### config.mk
export PLATFORM = sky130hd
export DESIGN_NAME = mem_access_unit
export DESIGN_NICKNAME = d
export VERILOG_FILES = /design/src/rtl/mem_access_pkg.sv /design/src/rtl/mem_timeout_ctr.sv /design/src/rtl/mem_access_unit.sv
export SDC_FILE = /design/constraint.sdc
export NUM_CORES = 1
export LEC_CHECK = 0
export ABC_AREA = 0
export BUFFER_PORTS_ARGS = -buffer_cell sky130_fd_sc_hd__buf_2
export CORE_ASPECT_RATIO = 0.5
export CORE_UTILIZATION = 42
export CTS_BUF_LIST = sky130_fd_sc_hd__clkbuf_8
export DETAILED_ROUTE_END_ITERATION = 10
export HOLD_SLACK_MARGIN = 0.12
export PLACE_DENSITY = 0.74
export RECOVER_POWER = 50
export SYNTH_ARGS = -nofsm -noshare
export SYNTH_HDL_FRONTEND = slang
export SYNTH_SLANG_ARGS = --single-unit
### constraint.sdc
create_clock -name CLK -period 2.7 [get_ports CLK]
set_input_delay 0.54 -clock CLK [delete_from_list [all_inputs] [get_ports CLK]]
set_output_delay 0.54 -clock CLK [all_outputs]
set_load 0.02 [all_outputs]
### src/rtl/mem_access_pkg.sv
// Shared types and default widths for the memory access stage.
package mem_access_pkg;

  localparam int DATA_W_DEF  = 16;
  localparam int ADDR_W_DEF  = 16;
  localparam int TIMEOUT_DEF = 255;

  typedef enum logic [1:0] {
    S_IDLE = 2'd0,
    S_BUSY = 2'd1,
    S_DONE = 2'd2
  } state_e;

  typedef enum logic [1:0] {
    K_FETCH = 2'd0,
    K_LOAD  = 2'd1,
    K_STORE = 2'd2
  } kind_e;

endpackage

### src/rtl/mem_timeout_ctr.sv
// BUSY-cycle counter with synchronous clear and terminal-count flag.
module mem_timeout_ctr #(
  parameter int TIMEOUT = 255
) (
  input  logic CLK,
  input  logic Reset,
  input  logic clr,
  input  logic en,
  output logic tc
);

  localparam int CW = $clog2(TIMEOUT + 1);
  localparam logic [CW-1:0] TC_M1 = CW'(TIMEOUT - 1);

  logic [CW-1:0] cnt_q, cnt_d;

  assign tc = en && (cnt_q == TC_M1);

  always_comb begin
    cnt_d = cnt_q;
    if (clr)
      cnt_d = '0;
    else if (en && !tc)
      cnt_d = cnt_q + CW'(1);
  end

  always_ff @(posedge CLK or posedge Reset) begin
    if (Reset)
      cnt_q <= '0;
    else
      cnt_q <= cnt_d;
  end

endmodule

### src/rtl/mem_access_unit.sv
// Unified memory port stage: one req/ack access per control strobe.
// Optional BUSY timeout abort enabled by MEM_TIMEOUT_EN.
module mem_access_unit
  import mem_access_pkg::*;
#(
  parameter int DATA_W  = DATA_W_DEF,
  parameter int ADDR_W  = ADDR_W_DEF,
  parameter int TIMEOUT = TIMEOUT_DEF
) (
  input  logic              CLK,
  input  logic              Reset,
  input  logic              MemR,
  input  logic              MemW,
  input  logic              IRWrite,
  input  logic              IoD,
  input  logic [ADDR_W-1:0] PC,
  input  logic [ADDR_W-1:0] ALUOut,
  input  logic [DATA_W-1:0] WriteData,
  output logic              Stall,
  output logic [DATA_W-1:0] IR,
  output logic [DATA_W-1:0] MDR,
  output logic              mem_req,
  output logic              mem_we,
  output logic [ADDR_W-1:0] mem_addr,
  output logic [DATA_W-1:0] mem_wdata,
  input  logic              mem_ack,
  input  logic [DATA_W-1:0] mem_rdata,
  output logic              mem_err
);

  if (TIMEOUT < 1) begin : g_bad_timeout
    $error("TIMEOUT must be at least 1");
  end

  state_e            state_q, state_d;
  kind_e             kind_q, kind_d;
  logic [ADDR_W-1:0] addr_q, addr_d;
  logic [DATA_W-1:0] wdata_q, wdata_d;
  logic [DATA_W-1:0] ir_q, ir_d;
  logic [DATA_W-1:0] mdr_q, mdr_d;
  logic [DATA_W-1:0] load;
  logic              req_q, req_d;
  logic              we_q, we_d;
  logic              err_q, err_d;
  logic              cmd, start, busy, abort;

  assign cmd   = MemW | MemR | IRWrite;
  assign start = (state_q == S_IDLE) && cmd;
  assign busy  = (state_q == S_BUSY);

`ifdef MEM_TIMEOUT_EN
  mem_timeout_ctr #(
    .TIMEOUT(TIMEOUT)
  ) u_ctr (
    .CLK  (CLK),
    .Reset(Reset),
    .clr  (start),
    .en   (busy),
    .tc   (abort)
  );
`else
  assign abort = 1'b0;
`endif

  always_comb begin
    state_d = state_q;
    kind_d  = kind_q;
    addr_d  = addr_q;
    wdata_d = wdata_q;
    ir_d    = ir_q;
    mdr_d   = mdr_q;
    we_d    = we_q;
    req_d   = 1'b0;
    err_d   = 1'b0;
    Stall   = 1'b0;
    load    = '0;
    unique case (state_q)
      S_IDLE: begin
        if (cmd) begin
          Stall   = 1'b1;
          state_d = S_BUSY;
          req_d   = 1'b1;
          addr_d  = IoD ? ALUOut : PC;
          wdata_d = WriteData;
          we_d    = MemW;
          priority case (1'b1)
            MemW:    kind_d = K_STORE;
            MemR:    kind_d = K_LOAD;
            default: kind_d = K_FETCH;
          endcase
        end
      end
      S_BUSY: begin
        Stall = 1'b1;
        req_d = 1'b1;
        if (mem_ack || abort) begin
          state_d = S_DONE;
          req_d   = 1'b0;
          err_d   = !mem_ack;
          // an aborted read leaves zero in its destination
          load    = mem_ack ? mem_rdata : '0;
          if (kind_q == K_FETCH)
            ir_d = load;
          if (kind_q == K_LOAD)
            mdr_d = load;
        end
      end
      S_DONE:  state_d = S_IDLE;
      default: state_d = S_IDLE;
    endcase
  end

  always_ff @(posedge CLK or posedge Reset) begin
    if (Reset) begin
      state_q <= S_IDLE;
      kind_q  <= K_FETCH;
      addr_q  <= '0;
      wdata_q <= '0;
      ir_q    <= '0;
      mdr_q   <= '0;
      req_q   <= 1'b0;
      we_q    <= 1'b0;
      err_q   <= 1'b0;
    end else begin
      state_q <= state_d;
      kind_q  <= kind_d;
      addr_q  <= addr_d;
      wdata_q <= wdata_d;
      ir_q    <= ir_d;
      mdr_q   <= mdr_d;
      req_q   <= req_d;
      we_q    <= we_d;
      err_q   <= err_d;
    end
  end

  assign IR        = ir_q;
  assign MDR       = mdr_q;
  assign mem_req   = req_q;
  assign mem_we    = we_q;
  assign mem_addr  = addr_q;
  assign mem_wdata = wdata_q;
  assign mem_err   = err_q;

endmodule
==> summary.md, run 1 <==
| Metric | Value |
|---|---|
| Leakage | 1.83 nW |
| MaxCap Viol Count | 1 |
| Clk slew on worst S/H paths | 0.07 ns |
| Initial Utilization | 45.1% |
| Sequential area share after synthesis | 60.7% |
| First-pass GRT wire length | 9490 µm |
| Layout area overhead | 32.7% |
| Boundary Pins | 139 |
| Row cnt | 20 |
| Hold WS | 0.439 ns |
| Vias/cell | 4.75 |
| Share of cells above drive strength 1 | 66.1% |
| Class of the worst hold path | primary input to register |
| Final setup fails | 0 |
| Routability cong. | 0.733 |
| Routed via count | 1946 |
| Num Clock Sinks | 69 |
| Drt wl/cell | 14.2 µm |
| Core box area | 6310 µm² |
| Endpoint type of the worst setup path | register |
| Count of input and output buffers | 137 |
| Vias in the first global route | 2010 |
| Crit-path max FO | 16 |
| Root Driver | clkbuf_8 |
| Die Wd | 118 µm |
| All-Layer GR Usage | 17.7% |
| Buffer count from post-CTS setup fixing | 0 |
| TritonCTS clock tree | yes |
| Final wirelength | 5820 µm |
| CP Launch Type | register |
| Nets | 388 |
| Die height | 60.2 µm |
| Clk_skew | 0.00611 ns |
| Synthesized instance count | 174 |
| Initial antenna violation count | 0 |
| Required @ worst endpoint | 2.92 ns |
| Worst-margin pin slew | 1.63 ns |
| Fin util | 59.9% |
| Failing checks | max-capacitance violations, max-slew violations |
| Worst-Skew Late Latency | 0.33 ns |
| Pwr per Cell Area | 1150 nW/µm² |
| Setup TNS | 0 ns |
| Cell taking the most area after synthesis | dfrtp_1 |
| Seq cells post-synth | 69 |
| RSZ-0062 raised after global routing | false |
| Fin. max-slew vios | 70 |
| Final worst-path cycle share | 74.4% |
| Worst vdd ir | 0.467 mV |
| Fmax | 498 MHz |
| Slew HR | -8.75% |
| Ant diodes | 0 |
| Global route overflow | 0 |
| Final ANT Viol Nets | 0 |
| Syn_nets | 245 |
| Initial detailed-routing violation count | 57 |
| Library cells used by synthesis | 20 |
| Final Critical Period | 2.01 ns |
| Die ar. | 7130 µm² |
| Ys Warns | 0 |
| H-Tree Level Count | 3 |
| DRC viols | 0 |
| CTS Hold Buffers Added | 0 |
| Resized cells post-CTS | 0 |
| Synth top area share | 60.7% |
| DRT Pass-1 Iters | 4 |
| CTS buffer count | 9 |
| Status | finished with violations |
| Final Hold Fails | 0 |
| Crit path DAT | 2.23 ns |
| Clock tree buffer depth | 2 |
| Most area-consuming cells after synthesis | dfrtp_1 61%, mux2_2 28%, mux2_4 5.3% |
| Largest net degree at the start of global routing | 70 |
| Crit Path Category | register to register |
| Mapped Area | 2850 µm² |
| Sequential cell area | 1730 µm² |
| FILL cells | 544 |
| Dpl hpwl | 4280 µm |
| Area of the multi-input gates | 1060 µm² |
| Post-Syn Area per Cell | 16.4 µm² |
[Yosys cell counts]
master / n
nor4_1: 1
buf_4: 2
o31ai_2: 1
mux2_4: 10
a32o_1: 1
dfrtp_1: 69
inv_1: 2
o21ai_0: 1
buf_12: 1
mux2_2: 71
nor2_1: 3
buf_1: 1
buf_2: 3
buf_6: 1
clkbuf_1: 1
conb_1: 1
and2_2: 2
or4b_1: 1
nand2_2: 1
nor4_2: 1
[sequential cells by signal, summed over array words and instances, names as in the netlist]
signal / cells
IR: 16
MDR: 16
kind_q: 1
mem_addr: 16
mem_req: 1
mem_wdata: 16
mem_we: 1
state_q: 2
[layout make-up]
type	count	share of cell area [%]
clock buffer	13	4.74
multi-input combinational	94	28.0
inverter	2	0.199
sequential	69	45.7
clock inverter	3	0.464
tap	88	2.92
timing repair buffer	141	17.9
[power by group]
group | switching [mW] | total [mW] | internal (mW)
clock network | 0.353 | 0.783 | 0.431
logic | 1.03 | 1.80 | 0.776
registers | 0.258 | 1.77 | 1.51
[final timing paths]
| path | startpoint | slack [ns] | to | cells past startpoint |
|---|---|---|---|---|
| setup reg to reg | state_q[0]$_DFFE_PP0P_ | 0.69 | MDR[14]$_DFFE_PP0P_ | 3 |
| hold reg to reg | IR[4]$_DFFE_PP0P_ | 0.50 | IR[4]$_DFFE_PP0P_ | 1 |
| hold / removal | WriteData[9] | 0.44 | mem_wdata[9]$_DFFE_PP0P_ | 2 |
| setup / recovery | state_q[0]$_DFFE_PP0P_ | 0.69 | MDR[14]$_DFFE_PP0P_ | 3 |
| max in group asynchronous | Reset | 0.96 | mem_addr[12]$_DFFE_PP0P_ | 3 |
| min in group asynchronous | Reset | 0.76 | mem_wdata[2]$_DFFE_PP0P_ | 3 |
[worst max-delay path, cell delays in order (launching register included)]
cell and delay, ns:
dfrtp_1 0.37, nand2_1 0.15, or4b_1 0.92, mux2_4 0.44
[layer usage]
layer | wire (µm) | GRT usage (%) | up-vias
met2 | 3140 | 33.6 | 71
met4 | 57 | 7.96 | 0
met5 | 0 | 0 | -
met3 | 349 | 6.30 | 6
met1 | 2270 | 18.3 | 969
li1 | - | - | 900
[per-stage QoR]
stage                     cell area, µm²  std cells  power [mW]  setup WS (ns)
after floorplan                     2850        174        2.98          0.420
after global placement              3620        394        3.59          0.533
after detailed placement            3620        394        3.66          0.484
after CTS                           3820        410        4.47          0.714
after global routing                3770        410        4.62          0.563
final                               3770        410        4.35          0.691
[cell usage in the layout, fill, tap and decap left out]
cell type	instances
buf_2	108
mux2_2	71
dfrtp_1	69
clkbuf_1	29
clkbuf_8	13
mux2_4	10
nor2_1	3
buf_4	3
and2_2	2
inv_1	2
clkinv_2	2
nand2_1	1
or4b_1	1
nor4_1	1
nor4_4	1
o31ai_4	1
o21ai_0	1
a32o_1	1
conb_1	1
clkinvlp_4	1
clkbuf_2	1
[cell families after synthesis]
logic type / Yosys count / synth area share, %
AOI/OAI and AO/OA: 3 / 0.967
buffers and inverters: 11 / 2.68
other: 1 / 0.132
and+or+nand+nor: 9 / 2.15
DFF: 69 / 60.7
muxes: 81 / 33.4
Power figures use the tool's default switching activity.
==> run 2: changes to the inputs <==
- clock period: 2.7 -> 1.85 ns (I/O delays scaled with it)
==> run 2 against run 1 <==
Against the previous run:
- setup slack worse by 0.58 ns
- sequential cell count unchanged
- hold slack worse by 0.17 ns
- first-iteration DRC count down 23%
- the run now ends clean
- clock power up 38%
- clock skew up 0.0018 ns
- sequential share of layout area down 0.45 points
- global-route usage down 1.3 points
- power up 44%
- register-to-register slack worse by 0.50 ns
==> summary.md, run 2 (synthesis gave the netlist of run 1 again) <==
| Metric | Value |
|---|---|
| Worst-Skew Late Latency | 0.33 ns (about the same) |
| CP Launch Type | register |
| MaxCap Viol Count | 0 (-1) |
| Pwr per Cell Area | 1650 nW/µm² (+43%) |
| DRT Pass-1 Iters | 5 (+1) |
| Crit path DAT | 1.37 ns (-0.86 ns) |
| Fin. max-slew vios | 0 (-100%) |
| M2 GR Usage | 32.2% (-1.4 points) |
| RSZ-0062 raised after global routing | false |
| Crit Path Category | register to output pin |
| DRC viols | 0 (unchanged) |
| Global route overflow | 0 (unchanged) |
| Hold WS | 0.267 ns (-0.172 ns) |
| Buf/Inv on CP | 1 (+1) |
| Placed Cells | 397 (+0.76%) |
| Max stage delay cell, worst path | dfrtp_1 |
| Die ar. | 7130 µm² (unchanged) |
| Fin util | 60.5% (+0.60 points) |
| Initial antenna violation count | 0 (unchanged) |
| Dpl ws | 0.173 ns (-0.312 ns) |
| H-Tree Level Count | 3 (unchanged) |
| TritonCTS clock tree | yes |
| Die Wd | 118 µm (unchanged) |
| Routability cong. | 0.743 (+1.3%) |
| All-Layer GR Usage | 16.4% (-1.3 points) |
| Hold Crit Start | WriteData[7] |
| Clk slew on worst S/H paths | 0.07 ns (about the same) |
| Final ANT Viol Nets | 0 (unchanged) |
| Slew HR | 42.3% (+51 points) |
| Worst hold endpoint | mem_wdata[7]$_DFFE_PP0P_ |
| Vias in the first global route | 1991 (-0.95%) |
| CTS Hold Buffers Added | 1 (+1) |
| Worst path top cell family by delay | simple AND/OR/NAND/NOR gates |
| Final setup fails | 0 (unchanged) |
| Drt wl/cell | 13.8 µm (-3.1%) |
| Clk_skew | 0.00787 ns (+0.00175 ns) |
| Setup TNS | 0 ns (unchanged) |
| Leakage | 1.84 nW (+0.88%) |
| Final Critical Period | 1.74 ns |
| FILL cells | 529 (-2.8%) |
| Resized cells post-CTS | 0 (unchanged) |
| Vias/cell | 4.66 (-1.8%) |
| Buffer count from post-CTS setup fixing | 0 (unchanged) |
| Nets | 392 (+1.0%) |
| Setup ws final | 0.113 ns (-0.577 ns) |
| Layout area overhead | 34.0% |
| Commonest non-fill, non-tap cell in the layout | buf_2 |
| Boundary Pins | 139 (unchanged) |
| Dpl hpwl | 4370 µm (+1.9%) |
| Count of input and output buffers | 137 (unchanged) |
| Final wirelength | 5680 µm (-2.4%) |
| Final worst-path cycle share | 93.9% |
| Class of the worst hold path | primary input to register |
| Endpoint type of the worst setup path | output pin |
| Routed via count | 1925 (-1.1%) |
| Core box area | 6310 µm² (unchanged) |
| Met1 usage | 16.3% (-2.0 points) |
| Peak per-stage delay on the critical path | 0.41 ns (-0.51 ns) |
| Worst vdd ir | 0.870 mV (+86%) |
| Initial detailed-routing violation count | 44 (-23%) |
| Initial Utilization | 45.1% (unchanged) |
| Worst flop-to-flop path startpoint | state_q[1]$_DFFE_PP0P_ |
| Grt met3 use | 5.73% (-0.57 points) |
| Worst reg2reg setup slack | 0.19 ns (-0.50 ns) |
| CTS buffer count | 9 (unchanged) |
| Status | finished clean |
| Crit-path max FO | 3 (-13) |
| Root Driver | clkbuf_8 |
| Final Hold Fails | 0 (unchanged) |
| Share of cells above drive strength 1 | 65.5% (-0.61 points) |
| Worst-margin pin slew | 0.861 ns (-0.770 ns) |
| Clock tree buffer depth | 2 (unchanged) |
| Crit Reg-Reg Endpoint | MDR[9]$_DFFE_PP0P_ |
| Required @ worst endpoint | 1.48 ns (-1.44 ns) |
| Ant diodes | 0 (unchanged) |
| Die height | 60.2 µm (unchanged) |
| Fmax | 576 MHz |
| Num Clock Sinks | 69 (unchanged) |
| Largest net degree at the start of global routing | 42 (-40%) |
| Row cnt | 20 (unchanged) |
| Hold path depth | 2 (unchanged) |
| GR peak layer | met2 |
| Crit path cell chain | nor4_1 > nor2_1 > buf_2 |
| First-pass GRT wire length | 8830 µm (-6.9%) |
| Worst reg2reg path depth | 3 (unchanged) |
| Most frequent cells in the layout | 107 x buf_2, 71 x mux2_2, 69 x dfrtp_1 |
| Fin cells | 413 (+0.73%) |
-- run 2: where the power goes --
group | total [mW] | internal, mW | switching (mW)
Combinational | 2.65 | 1.15 | 1.50
Clock | 1.08 | 0.577 | 0.499
Sequential | 2.56 | 2.20 | 0.362
Total | 6.29 | 3.93 | 2.36
-- run 2: layer usage --
metal,vias to the layer above,part of all wire [%]
li1,905,-
met1,951,39
met4,0,0.37
met3,2,5.8
met2,67,55
met5,-,0
-- run 2: final cells by class --
type	instances	area (µm²)	share of cell area, %
inverters	2	8.76	0.230
well taps	88	110	2.89
clock buffers	12	165	4.33
clock inverters	3	12.5	0.328
repair buffers	145	729	19.1
flip-flops and latches	69	1730	45.3
multi-input cells	94	1060	27.8
-- run 2: worst max-delay path by stage --
| stage | from | endpoint | slack (ns) | cells after the start |
|---|---|---|---|---|
| final | state_q[0]$_DFFE_PP0P_ | Stall | 0.11 | 3 |
| after global routing | state_q[0]$_DFFE_PP0P_ | Stall | 0.06 | 3 |
| after CTS | state_q[0]$_DFFE_PP0P_ | Stall | 0.07 | 3 |
| after detailed placement | mem_ack | MDR[0]$_DFFE_PP0P_ | 0.17 | 5 |
| after global placement | mem_ack | MDR[13]$_DFFE_PP0P_ | 0.21 | 5 |
| after floorplan | mem_we$_DFFE_PP0P_ | IR[0]$_DFFE_PP0P_ | 0.13 | 3 |
-- run 2: per-stage QoR --
stage          power [mW]  cell area (µm²)
6_report             6.29             3810
5_1_grt              6.64             3810
4_1_cts              6.46             3860
3_5_place_dp         5.36             3670
3_3_place_gp         5.26             3670
2_1_floorplan        4.35             2850
